## config.mk

```make
export PLATFORM = sky130hd
export DESIGN_NAME = mem_access_unit
export DESIGN_NICKNAME = d
export VERILOG_FILES = /design/src/rtl/mem_access_unit.sv
export SDC_FILE = /design/constraint.sdc
export NUM_CORES = 1
export LEC_CHECK = 0
export CORE_ASPECT_RATIO = 1.75
export CORE_MARGIN = 3
export CORE_UTILIZATION = 40
export DETAILED_ROUTE_END_ITERATION = 16
export HOLD_SLACK_MARGIN = 0.06
export PLACE_DENSITY = 0.76
export REMOVE_ABC_BUFFERS = 1
export SYNTH_ARGS = -nofsm -noshare
export SYNTH_HDL_FRONTEND = slang
export SYNTH_SLANG_ARGS = --single-unit
export TNS_END_PERCENT = 1
```

## constraint.sdc

```tcl
create_clock -name Clk -period 3.7 [get_ports Clk]
set_clock_uncertainty 0.1 [all_clocks]
set_input_delay 0.925 -clock Clk [delete_from_list [all_inputs] [get_ports Clk]]
set_output_delay 0.925 -clock Clk [all_outputs]
set_load 0.1 [all_outputs]
```

## src/rtl/mem_access_unit.sv

```systemverilog
// rtl/mem_access_unit.sv - byte/half/word load-store front-end for a word-wide data memory
module mem_access_unit #(
    parameter int ADDR_W = 5
) (
    input  logic              Clk,
    input  logic              Rst_n,
    input  logic              ReqValid,
    output logic              ReqReady,
    input  logic              ReqWrite,
    input  logic [1:0]        ReqSize,
    input  logic              ReqSigned,
    input  logic [ADDR_W+1:0] ReqAddr,
    input  logic [31:0]       ReqWData,
    output logic              RespValid,
    input  logic              RespReady,
    output logic [31:0]       RespRData,
    output logic              RespErr,
    output logic              MemWrEn,
    output logic [ADDR_W-1:0] MemAdr,
    output logic [31:0]       MemDataIn,
    input  logic [31:0]       MemDataOut
);

    typedef enum logic [1:0] {S_IDLE, S_READ, S_WRITE, S_RESP} state_t;

    state_t              state_q, state_d;
    logic                write_q, write_d;
    logic [1:0]          size_q, size_d;
    logic                signed_q, signed_d;
    logic [ADDR_W+1:0]   addr_q, addr_d;
    logic [31:0]         wdata_q, wdata_d;
    logic [31:0]         old_q, old_d;
    logic [31:0]         rdata_q, rdata_d;
    logic                err_q, err_d;

    logic                req_err;
    logic [7:0]          ld_byte;
    logic [15:0]         ld_half;
    logic [31:0]         ld_val;
    logic [31:0]         merged;

    assign req_err = (ReqSize == 2'b11)
                   | ((ReqSize == 2'b01) & ReqAddr[0])
                   | ((ReqSize == 2'b10) & (|ReqAddr[1:0]));

    // Lane extraction works straight off the combinational memory read in READ.
    always_comb begin
        case (addr_q[1:0])
            2'd0:    ld_byte = MemDataOut[7:0];
            2'd1:    ld_byte = MemDataOut[15:8];
            2'd2:    ld_byte = MemDataOut[23:16];
            default: ld_byte = MemDataOut[31:24];
        endcase
        ld_half = addr_q[1] ? MemDataOut[31:16] : MemDataOut[15:0];
        case (size_q)
            2'b00:   ld_val = {{24{signed_q & ld_byte[7]}}, ld_byte};
            2'b01:   ld_val = {{16{signed_q & ld_half[15]}}, ld_half};
            default: ld_val = MemDataOut;
        endcase
    end

    always_comb begin
        merged = old_q;
        case (size_q)
            2'b00:   merged[{addr_q[1:0], 3'b000} +: 8] = wdata_q[7:0];
            2'b01: begin
                if (addr_q[1]) merged[31:16] = wdata_q[15:0];
                else           merged[15:0]  = wdata_q[15:0];
            end
            default: merged = wdata_q;
        endcase
    end

    always_comb begin
        state_d  = state_q;
        write_d  = write_q;
        size_d   = size_q;
        signed_d = signed_q;
        addr_d   = addr_q;
        wdata_d  = wdata_q;
        old_d    = old_q;
        rdata_d  = rdata_q;
        err_d    = err_q;
        case (state_q)
            S_IDLE: begin
                if (ReqValid) begin
                    write_d  = ReqWrite;
                    size_d   = ReqSize;
                    signed_d = ReqSigned;
                    addr_d   = ReqAddr;
                    wdata_d  = ReqWData;
                    rdata_d  = 32'd0;
                    err_d    = req_err;
                    if (req_err)
                        state_d = S_RESP;
                    else if (ReqWrite && ReqSize == 2'b10)
                        state_d = S_WRITE;
                    else
                        state_d = S_READ;
                end
            end
            S_READ: begin
                old_d = MemDataOut;
                if (write_q) begin
                    state_d = S_WRITE;
                end else begin
                    rdata_d = ld_val;
                    state_d = S_RESP;
                end
            end
            S_WRITE: state_d = S_RESP;
            S_RESP: begin
                if (RespReady) state_d = S_IDLE;
            end
            default: state_d = S_IDLE;
        endcase
    end

    always_ff @(posedge Clk) begin
        if (!Rst_n) begin
            state_q  <= S_IDLE;
            write_q  <= 1'b0;
            size_q   <= 2'b00;
            signed_q <= 1'b0;
            addr_q   <= '0;
            wdata_q  <= 32'd0;
            old_q    <= 32'd0;
            rdata_q  <= 32'd0;
            err_q    <= 1'b0;
        end else begin
            state_q  <= state_d;
            write_q  <= write_d;
            size_q   <= size_d;
            signed_q <= signed_d;
            addr_q   <= addr_d;
            wdata_q  <= wdata_d;
            old_q    <= old_d;
            rdata_q  <= rdata_d;
            err_q    <= err_d;
        end
    end

    // Memory pins depend only on registers so they settle well before the negedge write.
    assign ReqReady  = (state_q == S_IDLE);
    assign RespValid = (state_q == S_RESP);
    assign RespRData = rdata_q;
    assign RespErr   = err_q;
    assign MemWrEn   = (state_q == S_WRITE);
    assign MemAdr    = addr_q[ADDR_W+1:2];
    assign MemDataIn = (state_q == S_WRITE) ? merged : 32'd0;

endmodule

```

==> flow_metrics.tcl <==
set metrics [dict create \
    dp_cells 978 \
    hold_ws_ps 355 \
    placement.cell_area_um2 7700 \
    drive_gt1_share_pct 17.7 \
    path_cells "inv_1, ha_1, inv_2, and4_1, a221oi_1, nor3b_1, buf_12" \
    multi_input_area_um2 3370 \
    fmax_mhz 278 \
    core_area_um2 14400 \
    ir_drop_mv 0.293 \
    fp.dieArea_um2 16400 \
    finalMaxSlewViolations 0 \
    path_max_fanout 9 \
    seqPwrFrac_pct 29.8 \
    startpoint_type "register" \
    die_w_um 98.0 \
    ant_nets 0 \
    wl_um 19400 \
    clock_power_share_pct 19.1 \
    avgSynthCellArea_um2 8.56 \
    drv_cap 0 \
    hold_path.class "register to register" \
    synth_edf_count 0 \
    slowest_stage "dfxtp_1" \
    final_net_count 898 \
    worstReg2RegStart "addr_q[1]" \
    grt_pass1_vias 5523 \
    cp.arrival_ps 2570 \
    clk_pin_slew_worst_paths_ps 70 \
    netlist_instances 692 \
    crit_buf_inv 3 \
    netlist_area_um2 5920 \
    place_congestion 0.913 \
    drt-vias-per-instance 5.79 \
    worstSetupPathType "register to output port" \
    worstHoldStart "wdata_q[18]" \
    tightest_slew_ps 681 \
    clk_latency_ps 350 \
    stdcell_count 995 \
    fillers 1285 \
    cts_buffers 9 \
    synth-seq-cells 110 \
    synthArstFlopShare_pct 0 \
    switching_share_pct 46.4 \
    grt_start_max_net_pins 44 \
    ios 152 \
    antenna_found_initial 1 \
    power_switching_mw 2.46 \
    crit_family "simple AND/OR/NAND/NOR gates" \
    hold_viol 0 \
    cts.sinks 110 \
    r2r-end "RespRData[24]" \
    vias 5764 \
    worstHoldEndpoint "wdata_q[18]" \
    die_y_um 167 \
    grt_pass1_wl_um 30100 \
    ys_seq_area_share_pct 37.2 \
    worstRegToRegCells 5 \
    rsz0062_at_grt "no" \
    setup_viol 0 \
    first_pass_iters 8 \
    rrSetupSlack_ps 1420 \
    regArea_um2 2200 \
    outcome "finished, final reports clean" \
    htreeDepth 3 \
    wl_per_cell_um 19.5 \
    area_growth_pct 35.7 \
    power.internal_mw 2.84 \
    clk_path_buf_depth 2 \
    ys_types 55 \
    initial_core_util_pct 41.0 \
    yosys_warnings 0 \
    cts-root-buf "clkbuf_16" \
    required_ps 2670 \
    drt-initial-drc-count 459 \
    drc_errors 0 \
    io_buffers 151 \
    hpwl_um 14500 \
    fin_crit_ps 3600 \
    grt_usage_pct 23.0 \
    min_period_over_period_pct 97.3 \
    cts_tree "done" \
    synth_flop_cell "dfxtp_1" \
    end_kind "output port" \
    overflow 0 \
    whs_path_depth 2 \
    p_leak_nw 2.92 \
    powerDensity_nw_per_um2 660 \
    final_area_um2 8040 \
    combPwrFrac_pct 51.2 \
    cpPeakStageDelay_ps 470 \
    rows 58 \
    slew_headroom_pct 54.5 \
]
metrics by stage:
| stage | util (%) | TNS (ps) | power, mW | setup WS [ps] |
|---|---|---|---|---|
| after floorplan | - | -40110 | 3.45 | -1810 |
| after global placement | 53.3 | 0 | 4.25 | 520 |
| after detailed placement | 53.3 | 0 | 4.29 | 418 |
| after CTS | 55.5 | 0 | 5.29 | 31.9 |
| after global routing | 55.7 | 0 | 5.54 | 32.7 |
| final | 55.7 | 0 | 5.31 | 101 |
synthesized netlist by cell type, types with 2 or more instances:
library cell    n  share of area, %
dfxtp_1       110                37
nand2_1       107               6.8
a21oi_1        63               5.3
nor2_1         51               3.2
mux2i_1        48               8.1
clkbuf_1       34               2.2
a22oi_1        29               3.7
a22o_1         24               3.5
nor2b_1        19               2.0
nand2b_1       17               1.8
a221oi_1       16               2.4
buf_2          15               1.3
o21ai_0        13               1.1
buf_4          10               1.3
ha_1           10               2.1
o221ai_1        9               1.3
a211oi_1        8               1.0
a221o_1         8               1.4
a222oi_1        8               1.4
inv_1           8              0.51
nand3_1         8              0.68
nor3b_1         8               1.0
o31ai_1         8               1.0
a211oi_2        7               1.5
mux2_2          7               1.3
buf_6           5              0.95
o21ai_1         5              0.42
and2_1          3              0.32
inv_2           3              0.19
a21o_1          2              0.25
nand4_1         2              0.21
nor3_1          2              0.17
o211ai_1        2              0.25
or2_1           2              0.21
power by group through the flow:
stage / Combinational, mW / Clock (mW) / Sequential, mW
floorplan: 1.55 / 0 / 1.89
global placement: 2.66 / 0 / 1.59
detailed placement: 2.69 / 0 / 1.60
CTS: 2.70 / 1.02 / 1.57
global route: 2.88 / 1.06 / 1.60
finish: 2.72 / 1.01 / 1.58
sequential cells by signal, summed over array words and instances, names as in the netlist:
name,flops
write_q,1
state_q,2
signed_q,1
size_q,2
RespErr,1
addr_q,7
old_q,32
wdata_q,32
RespRData,32
layout make-up:
type,instances,share of cell area (%)
Clock inverter,6,0.856
Tap cell,180,2.80
Sequential cell,110,27.4
Inverter,11,0.514
Multi-Input combinational cell,507,42.0
Clock buffer,10,2.97
Antenna cell,1,0.0311
Timing Repair Buffer,170,23.4
layout by cell type (no fill, tap or decap), drive strengths merged, types with 19 or more instances in the layout:
| cell type | Yosys | routed |
|---|---|---|
| dfxtp | 110 | 110 |
| a22oi | 29 | 29 |
| nor2 | 52 | 52 |
| nor2b | 20 | 20 |
| o21ai | 19 | 19 |
| nand2 | 107 | 107 |
| a21oi | 64 | 64 |
| clkdlybuf4s50 | 0 | 78 |
| a22o | 24 | 24 |
| buf | 30 | 92 |
| mux2i | 48 | 48 |
how the worst max path moves through the flow:
stage	endpoint	depth (start not counted)	startpoint
final	MemDataIn[19]	7	addr_q[1]
after global routing	MemDataIn[26]	8	addr_q[1]
after CTS	MemDataIn[16]	7	addr_q[0]
after detailed placement	MemDataIn[16]	7	addr_q[0]
after global placement	MemDataIn[16]	7	addr_q[0]
after floorplan	MemDataIn[16]	6	addr_q[1]
metal layers:
metal	part of all wire, %	track usage, %	vias to the layer above	wire length, µm
met1	37	26.4	2686	7120
met3	6.0	2.98	76	1170
met4	5.9	12.8	0	1150
met2	51	40.7	259	9980
met5	0	0	-	0
li1	-	-	2743	-
worst register-to-register path, cell delays in order (launching register included):
cell       delay, ps
dfxtp_1          470
ha_1             630
a21o_1           240
o2111ai_2        160
a21oi_4          430
a22o_1           200
logic make-up (layout without fill, tap and decap cells):
group / count (synthesis) / after routing / share of synthesized area [%]
adder cells (fa/ha/maj): 10 / 10 / 2.11
flip-flops: 110 / 110 / 37.2
AO/OA/AOI/OAI: 212 / 212 / 26.6
AND/OR/NAND/NOR: 229 / 229 / 18.1
multiplexers: 56 / 56 / 9.69
buffers and inverters: 75 / 197 / 6.34
other: 0 / 1 / 0
timing repair:
item                                    in CTS  in global routing
buffers inserted                             0                  0
hold buffers                                 0                  0
endpoints found under the hold margin        0                  0
gates resized for setup                      0                  6
endpoints found under the setup margin       0                 21
No activity file was read; power rests on OpenSTA's default activity.
